===== src/rtl/idct_pkg.sv =====
`default_nettype none
// ============================================================================
// Module   : idct_pkg
// Purpose  : Shared constants and types for the 8x8 IDCT front end.
//            Holds the coefficient width, the coefficient type, the JPEG
//            zig-zag scan table (scan position -> raster index) and the
//            latency of the downstream IDCT core.
// Revision : 1.0 - initial release
// ============================================================================
package idct_pkg;

  localparam int COEF_WIDTH   = 16;
  localparam int IDCT_LATENCY = 29;

  typedef logic signed [15:0] coef_t;

  // Entry i is the raster position (row*8 + col) of the i-th zig-zag beat.
  localparam int ZIGZAG [64] = '{
     0,  1,  8, 16,  9,  2,  3, 10, 17, 24, 32, 25, 18, 11,  4,  5,
    12, 19, 26, 33, 40, 48, 41, 34, 27, 20, 13,  6,  7, 14, 21, 28,
    35, 42, 49, 56, 57, 50, 43, 36, 29, 22, 15, 23, 30, 37, 44, 51,
    58, 59, 52, 45, 38, 31, 39, 46, 53, 60, 61, 54, 47, 55, 62, 63
  };

  // Raster write address for a given zig-zag beat index.
  function automatic logic [5:0] zigzag_addr(input logic [5:0] idx);
    return 6'(ZIGZAG[idx]);
  endfunction

endpackage
`default_nettype wire


===== src/rtl/idct_coef_bank.sv =====
`default_nettype none
// ============================================================================
// Module   : idct_coef_bank
// Purpose  : 64-word coefficient register file. One write port, every word
//            visible in parallel on rd_data. Asynchronously reset to zero.
// Ports    : clk, rst           - clock, async active-high reset
//            wr_en/wr_addr/wr_data - single write port
//            rd_data            - all words, rd_data[k] = word k
// Revision : 1.0 - initial release
// ============================================================================
module idct_coef_bank #(
  parameter int WIDTH = 16,
  parameter int DEPTH = 64
) (
  input  logic                              clk,
  input  logic                              rst,
  input  logic                              wr_en,
  input  logic [$clog2(DEPTH)-1:0]          wr_addr,
  input  logic [WIDTH-1:0]                  wr_data,
  output logic [DEPTH-1:0][WIDTH-1:0]       rd_data
);
  import idct_pkg::*;

  logic [DEPTH-1:0][WIDTH-1:0] mem_q;
  logic [DEPTH-1:0][WIDTH-1:0] mem_d;

  always_comb begin
    mem_d = mem_q;
    if (wr_en) begin
      mem_d[wr_addr] = wr_data;
    end
  end

  always_ff @(posedge clk or posedge rst) begin
    if (rst) begin
      mem_q <= '0;
    end else begin
      mem_q <= mem_d;
    end
  end

  assign rd_data = mem_q;

endmodule
`default_nettype wire


===== src/rtl/idct_block_loader.sv =====
`default_nettype none
// ============================================================================
// Module   : idct_block_loader
// Purpose  : Serial zig-zag coefficient stream -> raster-order 8x8 block for
//            the IDCT core. Two banks ping-pong: one fills while the other is
//            presented on x0..x63 under a block-level valid/ready.
// Ports    : clk, rst                   - clock, async active-high reset
//            in_data/in_valid/in_ready  - coefficient stream (zig-zag order)
//            in_last                    - framing flag, checked only
//            x0..x63                    - presented block, raster order
//            blk_valid/blk_ready        - block handshake
//            err                        - sticky framing error
// Revision : 1.0 - initial release
// ============================================================================
module idct_block_loader #(
  parameter int COEF_WIDTH = 16,
  parameter int BLOCK_SIZE = 64
) (
  input  logic                  clk,
  input  logic                  rst,
  input  logic [COEF_WIDTH-1:0] in_data,
  input  logic                  in_valid,
  output logic                  in_ready,
  input  logic                  in_last,
  output logic [COEF_WIDTH-1:0] x0,  x1,  x2,  x3,  x4,  x5,  x6,  x7,
  output logic [COEF_WIDTH-1:0] x8,  x9,  x10, x11, x12, x13, x14, x15,
  output logic [COEF_WIDTH-1:0] x16, x17, x18, x19, x20, x21, x22, x23,
  output logic [COEF_WIDTH-1:0] x24, x25, x26, x27, x28, x29, x30, x31,
  output logic [COEF_WIDTH-1:0] x32, x33, x34, x35, x36, x37, x38, x39,
  output logic [COEF_WIDTH-1:0] x40, x41, x42, x43, x44, x45, x46, x47,
  output logic [COEF_WIDTH-1:0] x48, x49, x50, x51, x52, x53, x54, x55,
  output logic [COEF_WIDTH-1:0] x56, x57, x58, x59, x60, x61, x62, x63,
  output logic                  blk_valid,
  input  logic                  blk_ready,
  output logic                  err
);
  import idct_pkg::*;

  if (BLOCK_SIZE != 64) begin : g_bad_block_size
    $error("idct_block_loader: BLOCK_SIZE must be 64");
  end

  logic [5:0] idx_q,     idx_d;
  logic       wr_bank_q, wr_bank_d;
  logic       rd_bank_q, rd_bank_d;
  logic [1:0] full_q,    full_d;
  logic       err_q,     err_d;

  logic accept;
  logic drain;
  logic last_beat;

  logic [63:0][COEF_WIDTH-1:0] rd0;
  logic [63:0][COEF_WIDTH-1:0] rd1;
  logic [63:0][COEF_WIDTH-1:0] blk_word;

  // Gating with rst keeps the stream stalled for the whole reset pulse.
  assign in_ready  = !rst && !full_q[wr_bank_q];
  assign accept    = in_valid && in_ready;
  assign blk_valid = full_q[rd_bank_q];
  assign drain     = blk_valid && blk_ready;
  assign last_beat = (idx_q == 6'd63);
  assign err       = err_q;

  // Fill and drain can never target the same bank in one cycle: filling
  // needs the write bank empty, draining needs the read bank full.
  always_comb begin
    idx_d     = idx_q;
    wr_bank_d = wr_bank_q;
    rd_bank_d = rd_bank_q;
    full_d    = full_q;
    err_d     = err_q;
    if (accept) begin
      if (last_beat) begin
        full_d[wr_bank_q] = 1'b1;
        wr_bank_d         = !wr_bank_q;
        idx_d             = 6'd0;
      end else begin
        idx_d = idx_q + 6'd1;
      end
      // Block boundary is set by the count; in_last is only cross-checked.
      if (in_last != last_beat) begin
        err_d = 1'b1;
      end
    end
    if (drain) begin
      full_d[rd_bank_q] = 1'b0;
      rd_bank_d         = !rd_bank_q;
    end
  end

  always_ff @(posedge clk or posedge rst) begin
    if (rst) begin
      idx_q     <= 6'd0;
      wr_bank_q <= 1'b0;
      rd_bank_q <= 1'b0;
      full_q    <= 2'b00;
      err_q     <= 1'b0;
    end else begin
      idx_q     <= idx_d;
      wr_bank_q <= wr_bank_d;
      rd_bank_q <= rd_bank_d;
      full_q    <= full_d;
      err_q     <= err_d;
    end
  end

  idct_coef_bank #(.WIDTH(COEF_WIDTH), .DEPTH(64)) u_bank0 (
    .clk     (clk),
    .rst     (rst),
    .wr_en   (accept && !wr_bank_q),
    .wr_addr (zigzag_addr(idx_q)),
    .wr_data (in_data),
    .rd_data (rd0)
  );

  idct_coef_bank #(.WIDTH(COEF_WIDTH), .DEPTH(64)) u_bank1 (
    .clk     (clk),
    .rst     (rst),
    .wr_en   (accept && wr_bank_q),
    .wr_addr (zigzag_addr(idx_q)),
    .wr_data (in_data),
    .rd_data (rd1)
  );

  assign blk_word = rd_bank_q ? rd1 : rd0;

  assign x0  = blk_word[0];  assign x1  = blk_word[1];  assign x2  = blk_word[2];  assign x3  = blk_word[3];
  assign x4  = blk_word[4];  assign x5  = blk_word[5];  assign x6  = blk_word[6];  assign x7  = blk_word[7];
  assign x8  = blk_word[8];  assign x9  = blk_word[9];  assign x10 = blk_word[10]; assign x11 = blk_word[11];
  assign x12 = blk_word[12]; assign x13 = blk_word[13]; assign x14 = blk_word[14]; assign x15 = blk_word[15];
  assign x16 = blk_word[16]; assign x17 = blk_word[17]; assign x18 = blk_word[18]; assign x19 = blk_word[19];
  assign x20 = blk_word[20]; assign x21 = blk_word[21]; assign x22 = blk_word[22]; assign x23 = blk_word[23];
  assign x24 = blk_word[24]; assign x25 = blk_word[25]; assign x26 = blk_word[26]; assign x27 = blk_word[27];
  assign x28 = blk_word[28]; assign x29 = blk_word[29]; assign x30 = blk_word[30]; assign x31 = blk_word[31];
  assign x32 = blk_word[32]; assign x33 = blk_word[33]; assign x34 = blk_word[34]; assign x35 = blk_word[35];
  assign x36 = blk_word[36]; assign x37 = blk_word[37]; assign x38 = blk_word[38]; assign x39 = blk_word[39];
  assign x40 = blk_word[40]; assign x41 = blk_word[41]; assign x42 = blk_word[42]; assign x43 = blk_word[43];
  assign x44 = blk_word[44]; assign x45 = blk_word[45]; assign x46 = blk_word[46]; assign x47 = blk_word[47];
  assign x48 = blk_word[48]; assign x49 = blk_word[49]; assign x50 = blk_word[50]; assign x51 = blk_word[51];
  assign x52 = blk_word[52]; assign x53 = blk_word[53]; assign x54 = blk_word[54]; assign x55 = blk_word[55];
  assign x56 = blk_word[56]; assign x57 = blk_word[57]; assign x58 = blk_word[58]; assign x59 = blk_word[59];
  assign x60 = blk_word[60]; assign x61 = blk_word[61]; assign x62 = blk_word[62]; assign x63 = blk_word[63];

endmodule
`default_nettype wire


===== config.mk =====
export PLATFORM = sky130hd
export DESIGN_NAME = idct_block_loader
export DESIGN_NICKNAME = d
export VERILOG_FILES = /design/src/rtl/idct_pkg.sv /design/src/rtl/idct_coef_bank.sv /design/src/rtl/idct_block_loader.sv
export SDC_FILE = /design/constraint.sdc
export NUM_CORES = 2
export LEC_CHECK = 0
export CAP_MARGIN = 20
export CORE_MARGIN = 3
export CORE_UTILIZATION = 45
export CTS_CLUSTER_DIAMETER = 50
export DETAILED_ROUTE_END_ITERATION = 10
export PLACE_DENSITY = 0.69
export SYNTH_ARGS = -nofsm -noshare
export SYNTH_HDL_FRONTEND = slang
export SYNTH_SLANG_ARGS = --single-unit

===== constraint.sdc =====
create_clock -name clk -period 64 [get_ports clk]
set_input_delay 9.6 -clock clk [delete_from_list [all_inputs] [get_ports clk]]
set_output_delay 9.6 -clock clk [all_outputs]
set_load 0.1 [all_outputs]

==> results.sh <==
export IMPL_regArea_sq_um=51500
export IMPL_crit_type="input pin to primary output"
export IMPL_cp_max_fo=3
export IMPL_required_ns=54.40
export IMPL_cts_resized=0
export IMPL_cp_start_kind="input pin"
export IMPL_ys_flop_type="dfrtp_1"
export IMPL_placement_io_buffers=1047
export IMPL_clk_path_buf_depth=3
export IMPL_syn_num_nets=6038
export IMPL_grt_pass1_wl_mm=410
export IMPL_post_cts_buffers=0
export IMPL_gp_congestion=0.816
export IMPL_htree_levels=4
export IMPL_setup_tns_ns=0
export IMPL_slowest_delay_ns=1.15
export IMPL_skew_ns=0.0560
export IMPL_coreArea_sq_um=203000
export IMPL_worstMarginPinSlew_ns=1.22
export IMPL_async_reset_ff_share_pct=100
export IMPL_vias=55000
export IMPL_drv_slew=0
export IMPL_slowest_stage="clkdlybuf4s50_1"
export IMPL_maxCapViolations=0
export IMPL_hp_class="register to register"
export IMPL_yosys_area_top_type="dfrtp_1"
export IMPL_hold_buffers=0
export IMPL_die_w_um=459
export IMPL_synth_distinct_cells=82
export IMPL_drive_gt1_share_pct=52.5
export IMPL_cts_buffers=234
export IMPL_synthTopCellsByCount="2,937 x mux2_2, 2,059 x dfrtp_1, 341 x clkbuf_1"
export IMPL_grt_max_degree=187
export IMPL_nNetsFinal=6944
export IMPL_drtPass1Iterations=7
export IMPL_die_height_um=459
export IMPL_antenna_left=0
export IMPL_wl_per_cell_um=28.7
export IMPL_hold_viol_final=0
export IMPL_cts_tree="done"
export IMPL_cp_arrival_ns=11.39
export IMPL_first_global_vias=58200
export IMPL_start_util_pct=45.4
export IMPL_cp_cell_sequence="clkdlybuf4s50_1 -> nor2_1 -> clkdlybuf4s50_1"
export IMPL_netlist_top_cells_area="dfrtp_1 56%, mux2_2 36%, clkbuf_1 1.4%"
export IMPL_fmax_mhz=47.6
export IMPL_dieArea_sq_um=210000
export IMPL_report_final_setup_viol=0
export IMPL_synth_ff_latch_count=2059
export IMPL_synth_most_common_cell="mux2_2"
export IMPL_synth_edf_count=0
export IMPL_viasPerCell=5.62
export IMPL_fill_cells=16200
export IMPL_drtIter0Drc=3267
export IMPL_clk_latency_ns=0.88
export IMPL_synthCells=6001
export IMPL_synth_warnings=0
export IMPL_period_share_pct=32.8
export IMPL_ys_seq_area_share_pct=55.9
export IMPL_track_usage_pct=26.2
export IMPL_area_growth_pct=23.0
export IMPL_clock_sinks=2059
export IMPL_dp_hpwl_mm=182
export IMPL_ctsRootBufferMaster="clkbuf_16"
export IMPL_status="completed"
export IMPL_yosysTopAreaCellShare_pct=55.9
export IMPL_finalWirelength_mm=281
export IMPL_num_rows=165
export IMPL_grt_antenna_before_repair=11
export IMPL_clkTransAtPathRegs_ns=0.06
export IMPL_pin_count=1048
export IMPL_critPathMostFrequentCell="clkdlybuf4s50_1"
export IMPL_rsz0062_at_grt="no"
export IMPL_post_route_drc_count=0
export IMPL_multi_input_area_sq_um=38200
export IMPL_slew_headroom_pct=19.0
export IMPL_grt_overflow_total=0
export IMPL_synthesis_area_sq_um=92200
export IMPL_post_route_min_period_ns=20.99
export IMPL_synth_avg_cell_area_sq_um=15.4
export IMPL_setup_worst_path_end_class="primary output"
-- sequential cells by signal, summed over array words and instances, names as in the netlist --
| signal | flops |
|---|---|
| rd_bank_q | 1 |
| err | 1 |
| u_bank0.rd_data | 1024 |
| idx_q | 6 |
| full_q | 2 |
| u_bank1.rd_data | 1024 |
| wr_bank_q | 1 |
-- final cells by class --
type	count	area share (%)
Antenna cell	6	0.0132
Clock buffer	336	5.95
Clock inverter	97	1.21
Inverter	11	0.0397
Multi-Input combinational cell	3399	33.7
Sequential cell	2059	45.4
Tap cell	2672	2.95
Timing Repair Buffer	1202	10.7
-- final timing paths --
| kind | start | end | slack [ns] | cells past startpoint |
|---|---|---|---|---|
| worst max-delay path | rst | in_ready | 43.01 | 3 |
| worst min-delay path | err$_DFFE_PP0P_ | err$_DFFE_PP0P_ | 0.48 | 1 |
| worst max register to register | idx_q[0]$_DFFE_PP0N_ | u_bank1.rd_data[466]$_DFFE_PP0P_ | 58.51 | 8 |
| worst min register to register | err$_DFFE_PP0P_ | err$_DFFE_PP0P_ | 0.48 | 1 |
| max in group asynchronous | rst | u_bank1.rd_data[401]$_DFFE_PP0P_ | 49.56 | 9 |
| min in group asynchronous | rst | u_bank1.rd_data[735]$_DFFE_PP0P_ | 9.29 | 2 |
-- cell families after synthesis --
family                   count (synthesis)  synth area share, %
AO/OA/AOI/OAI                           84                0.740
XOR/XNOR                                 7               0.0665
adder cells (fa/ha/maj)                 16                0.217
buffers and inverters                  543                 2.75
flip-flops                            2059                 55.9
multiplexers                          3082                 38.0
AND/OR/NAND/NOR                        210                 2.39
-- stage by stage --
stage | instances | utilization, % | cell area, sq um | setup slack, ns | hold WS, ns
after floorplan | 6001 | - | 92200 | 25.81 | 0.454
after global placement | 9306 | 51.5 | 104000 | 42.95 | 0.464
after detailed placement | 9328 | 51.7 | 105000 | 43.01 | 0.468
after CTS | 9761 | 55.7 | 113000 | 43.01 | 0.485
after global routing | 9778 | 55.9 | 113000 | 42.94 | 0.494
final | 9782 | 55.9 | 113000 | 43.01 | 0.484
-- cells in the final DEF (no fill, tap or decap), drive strengths merged, types with 4 or more instances in the layout --
cell type	instances
mux2	3078
dfrtp	2059
clkdlybuf4s50	995
clkbuf	336
buf	207
nand4	52
clkinv	46
nor3	33
inv	29
bufinv	22
nand2	21
nor4	17
ha	16
nand3	16
o21ai	14
a21oi	13
nor2	12
or4b	12
clkinvlp	11
nor3b	10
nand2b	9
nor2b	7
diode	6
o2111ai	6
o211ai	5
xnor2	4
or3	4
or4	4
o21bai	4
-- per-layer routing --
metal	track usage (%)	wire length [um]	share of wire (%)	up-vias
li1	-	-	-	23400
met1	33.6	118000	42	29700
met2	41.9	132000	47	1387
met3	5.96	15500	5.5	478
met4	13.2	16200	5.8	0
met5	0	0	0	-
-- critical path: cells and delay by family --
family        cells  cell delay (ns)
simple gates      1             0.16
buf+inv           2             1.62
Power is not shown: default switching activity piles up to over one toggle a cycle in this logic, so the estimate is an artifact.
